--- config.mk ---
export PLATFORM = sky130hd
export DESIGN_NAME = sorting
export DESIGN_NICKNAME = d
export VERILOG_FILES = /design/src/rtl/sorting_pkg.sv /design/src/rtl/sort_phase.sv /design/src/rtl/sorting.sv
export SDC_FILE = /design/constraint.sdc
export NUM_CORES = 2
export LEC_CHECK = 0
export BUFFER_PORTS_ARGS = -buffer_cell sky130_fd_sc_hd__buf_4
export CAP_MARGIN = 20
export CORE_ASPECT_RATIO = 0.6
export CORE_MARGIN = 2
export CORE_UTILIZATION = 30
export CTS_BUF_LIST = sky130_fd_sc_hd__clkbuf_8 sky130_fd_sc_hd__clkbuf_16
export DETAILED_ROUTE_END_ITERATION = 8
export PLACE_DENSITY = 0.4
export SETUP_SLACK_MARGIN = 0.02
export SYNTH_ARGS = -nofsm -noshare
export SYNTH_HDL_FRONTEND = slang
export SYNTH_HIERARCHICAL = 1
export SYNTH_SLANG_ARGS = --single-unit
--- constraint.sdc ---
create_clock -name clk -period 3.4 [get_ports clk]
set_clock_uncertainty 0.1 [all_clocks]
set_input_delay 0.17 -clock clk [delete_from_list [all_inputs] [get_ports clk]]
set_output_delay 0.17 -clock clk [all_outputs]
set_load 0.05 [all_outputs]
--- src/rtl/sorting_pkg.sv ---
// Shared sizing defaults and element type for the streaming sort engine.
package sorting_pkg;
    localparam int N_DEFAULT = 10;
    localparam int W_DEFAULT = 16;

    typedef logic [W_DEFAULT-1:0] elem_t;
endpackage

--- src/rtl/sort_phase.sv ---
// One transposition layer: compare-swap on even pairs (0,1),(2,3),... or odd pairs (1,2),(3,4),...
module sort_phase
    import sorting_pkg::*;
#(
    parameter int N         = N_DEFAULT,
    parameter int W         = W_DEFAULT,
    parameter bit PHASE_ODD = 1'b0
) (
    input  logic [N*W-1:0] x_i,
    output logic [N*W-1:0] x_o
);

    localparam int FIRST = PHASE_ODD ? 1 : 0;

    // Equal values are left in place, so equal keys are never swapped.
    always_comb begin
        x_o = x_i;
        for (int i = FIRST; i + 1 < N; i += 2) begin
            if (x_i[i*W +: W] > x_i[(i+1)*W +: W]) begin
                x_o[i*W +: W]     = x_i[(i+1)*W +: W];
                x_o[(i+1)*W +: W] = x_i[i*W +: W];
            end
        end
    end

endmodule

--- src/rtl/sorting.sv ---
// Fully pipelined odd-even transposition sorter: N compare-swap phases, each followed by a register.
module sorting
    import sorting_pkg::*;
#(
    parameter int N = N_DEFAULT,
    parameter int W = W_DEFAULT
) (
    input  logic         clk,
    input  logic         rst,
    input  logic         in_valid,
    input  logic [W-1:0] a     [N-1:0],
    output logic         out_valid,
    output logic [W-1:0] array [N-1:0]
);

    logic [N*W-1:0] a_flat;
    logic [N*W-1:0] data_d [N];
    logic [N*W-1:0] data_q [N];
    logic [N-1:0]   valid_q;

    always_comb begin
        a_flat = '0;
        for (int k = 0; k < N; k++) begin
            a_flat[k*W +: W] = a[k];
        end
    end

    // data_q[s] holds the result of phase s; phase 0 works on the raw input.
    for (genvar s = 0; s < N; s++) begin : g_stage
        if (s == 0) begin : g_first
            sort_phase #(.N(N), .W(W), .PHASE_ODD(1'b0)) u_phase (
                .x_i (a_flat),
                .x_o (data_d[s])
            );
        end else begin : g_rest
            sort_phase #(.N(N), .W(W), .PHASE_ODD(s % 2 == 1)) u_phase (
                .x_i (data_q[s-1]),
                .x_o (data_d[s])
            );
        end
    end

    always_ff @(posedge clk) begin
        if (rst) begin
            for (int s = 0; s < N; s++) begin
                data_q[s] <= '0;
            end
            valid_q <= '0;
        end else begin
            for (int s = 0; s < N; s++) begin
                data_q[s] <= data_d[s];
            end
            valid_q <= {valid_q[N-2:0], in_valid};
        end
    end

    always_comb begin
        for (int k = 0; k < N; k++) begin
            array[k] = data_q[N-1][k*W +: W];
        end
    end

    assign out_valid = valid_q[N-1];

endmodule

==> impl_metrics.csv <==
group,metric,value,unit
worst_setup_path,cp_num_buf_inv,0,
worst_setup_path,cp.depth,7,
timing,max_slew_margin,0.2280,
floorplanning,fp.dieArea,381400,um^2
synth,ys_async_sr_fraction,0,
synth,syn_nets,15110,
clocking,cts_tree,"done",
floorplanning,io_pins,324,
floorplanning,dieWidth,796.0,um
clocking,cts-buffers-inserted,187,
layout,n_fill_cell,38780,
placed_design,gp_congestion,0.8969,
clocking,clk_path_buf_depth,4,
grt,grt_use_total,0.2232,
timing,rsz0062_at_grt,"false",
routing,avgViaCountPerCell,6.028,
timing,finalCritPeriodShare,0.9665,
synth,synth_ff_type,"dfxtp_1",
grt,grt_pass1_wl,695.1,mm
clocking,post-cts-setup-buffers,0,
synth,ys_seq_area_frac,0.2855,
synth,synth-edff-count,0,
synth,synth.most_common_cell,"nand3_1",
routing,wire_per_inst,23.16,um
placed_design,hpwl,312.7,mm
synth,netlist_instances,14220,
routing,dr.pass1.iters,8,
timing,hold_viol_final,0,
routing,route.detailed.drc,0,
min_path,min_from,"a[34]",
timing,fin_crit,3286,ps
worst_setup_path,required,4060,ps
timing,drv_slew,0,
timing,fin_setup_tns,0,ps
clocking,htreeDepth,4,
synth,syn-cell-area,112900,um^2
clocking,clk_latency,890,ps
worst_setup_path,cp_max_fo,32,
grt,overflow,0,
timing,hold_slack,171.2,ps
clocking,cts-root-buf,"clkbuf_16",
min_path,holdPathEnd,"data_q[0][50]",
worst_setup_path,end_kind,"flop",
grt,antenna_found_initial,16,
synth,netlist_top_cells_area,"dfxtp_1 (29%), nand3_1 (13%), nor2b_1 (8.9%)",
routing,routed_wl,445.3,mm
grt,grt_max_degree,124,
synth,synth_cell_types,29,
synth,yosys.area.top_type,"dfxtp_1",
worst_setup_path,cp.arrival,3940,ps
worst_setup_path,critPathSlowestCell,"o311ai_0",
layout,fin_util,0.3469,
synth,ys_warn_count,6,
clocking,cts_sinks,1610,
worst_setup_path,critPathTopFamily,"simple AND/OR/NAND/NOR gates",
worst_setup_path,r2r_setup_slack,110,ps
layout,nNetsFinal,14940,
floorplanning,placement_rows,174,
worst_setup_path,max_stage_delay,800,ps
run_status,status,"finished, final reports clean",
synth,synth.top_cell.area_share,0.2855,
min_path,min_path_type,"input port to flop",
layout,final_layout_size_suffix_gt1_frac,0.1200,
clocking,clk_pin_slew_worst_paths,70,ps
timing,fmax,0.3043,GHz
timing,worst_pin_slew,1158,ps
layout,area_growth,15.12,%
placed_design,post-place-ws,158.3,ps
worst_setup_path,path_cells,"ha_1 > a21oi_1 > o21ai_2 > or3_1 > o311ai_0 > nand3_1 > nor2b_1",
routing,ant_nets,0,
synth,syn_avg_cell_area,7.938,um^2
min_path,whs_path_depth,5,
worst_setup_path,worstSetupPathType,"flop to flop",
routing,drtIter0Drc,14260,
synth,synth_common_cells,"nand3_1 (2,880), dfxtp_1 (1,610), nor2b_1 (1,610), clkbuf_1 (1,318), o311ai_1 (1,075)",
worst_setup_path,r2r_end,"data_q[7][91]",
placed_design,port-buffer-count,323,
routing,routed-via-count,115900,
grt,grt_pass1_vias,109900,
worst_setup_path,timing.rr.start,"data_q[6][93]",
worst_setup_path,reg2regPathDepth,7,
worst_setup_path,start_kind,"flop",
floorplanning,die_h,479.2,um
timing,layout_setup_ws,114.0,ps
floorplanning,initial_core_util,0.3013,
synth,ys_seq_elements,1610,
run,maxCapViolations,0,
timing,finalSetupViolCount,0,
floorplanning,fp.coreArea,374700,um^2
-- what timing repair did --
item	4_1_cts	5_1_grt
resized for setup	0	5
endpoints found under the setup margin	0	5
hold buffers	243	0
hold endpoints to repair	642	0
-- stage by stage --
step | instance area [um^2] | std cells
after CTS | 129800 | 19210
after global placement | 121000 | 18630
after floorplan | 112900 | 14220
after global routing | 130000 | 19220
final | 130000 | 19220
after detailed placement | 121100 | 18640
-- registers in the layout, indices dropped and copies added, names as in the netlist --
signal   count
valid_q     10
data_q    1600
-- area by class of cell --
class | count | area, um^2 | area share
clock buffers | 218 | 5129 | 0.03946
multi-input cells | 10120 | 70830 | 0.5450
diodes | 4 | 10.01 | 0.00007701
inverters | 765 | 2872 | 0.02209
repair buffers | 1380 | 11450 | 0.08811
flip-flops and latches | 1610 | 32230 | 0.2480
well taps | 5016 | 6276 | 0.04829
clock inverters | 116 | 1170 | 0.009001
-- how the worst max path moves through the flow --
stage / from / endpoint / slack, ps
floorplan: data_q[0][143] / data_q[1][133] / 1040
global placement: data_q[2][107] / data_q[3][95] / 30
detailed placement: data_q[2][109] / data_q[3][95] / 160
CTS: data_q[2][109] / data_q[3][95] / 150
global route: data_q[8][143] / data_q[9][123] / 40
finish: data_q[6][93] / data_q[7][91] / 110
-- per-layer routing --
metal | wire length (um) | GRT usage | up-vias | share of wire
li1 | - | - | 53790 | -
met1 | 227000 | 0.3579 | 56550 | 0.51
met2 | 178300 | 0.3138 | 5079 | 0.40
met3 | 34060 | 0.03225 | 457 | 0.076
met4 | 5826 | 0.03159 | 6 | 0.013
met5 | 34 | 0 | - | 0.000076
-- placed cells by master, fill, tap and decap left out, types with 20 or more instances in the layout --
cell              n
nor3_2           45
o21ai_2          76
clkinv_2         32
o211ai_1        720
buf_4          1099
o21ai_0          45
nand4_2          45
dfxtp_1        1610
ha_1            720
nor2b_1        1610
o21a_1           43
inv_1           791
nand4_1          90
nor4_4           45
a21o_1           45
clkbuf_16       189
o311ai_0        363
a21oi_1         270
nand2_1         315
nor2_1           90
o21bai_2         45
buf_12           28
dlygate4sd3_1   243
or3_1            44
nand3_1        2880
and4_1           45
bufinv_16        20
nand2b_1         45
clkbuf_8         29
nor4b_1         720
nor4_1          720
o311ai_1       1077
-- worst min-delay path: stages --
cell,delay (ps)
dlygate4sd3_1,520
buf_4,130
o311ai_1,90
o211ai_1,100
nor2b_1,120
-- logic make-up after synthesis --
logic type | Yosys count | share of synthesized area
adder cells (fa/ha/maj) | 720 | 0.07979
buffers and inverters | 2499 | 0.09144
AO/OA/AOI/OAI | 2700 | 0.1865
AND/OR/NAND/NOR | 6695 | 0.3568
flip-flops | 1610 | 0.2855
Power is left out: the tool's default activity adds up to more than one toggle a clock period on the data nets, which glitch-free logic cannot reach.
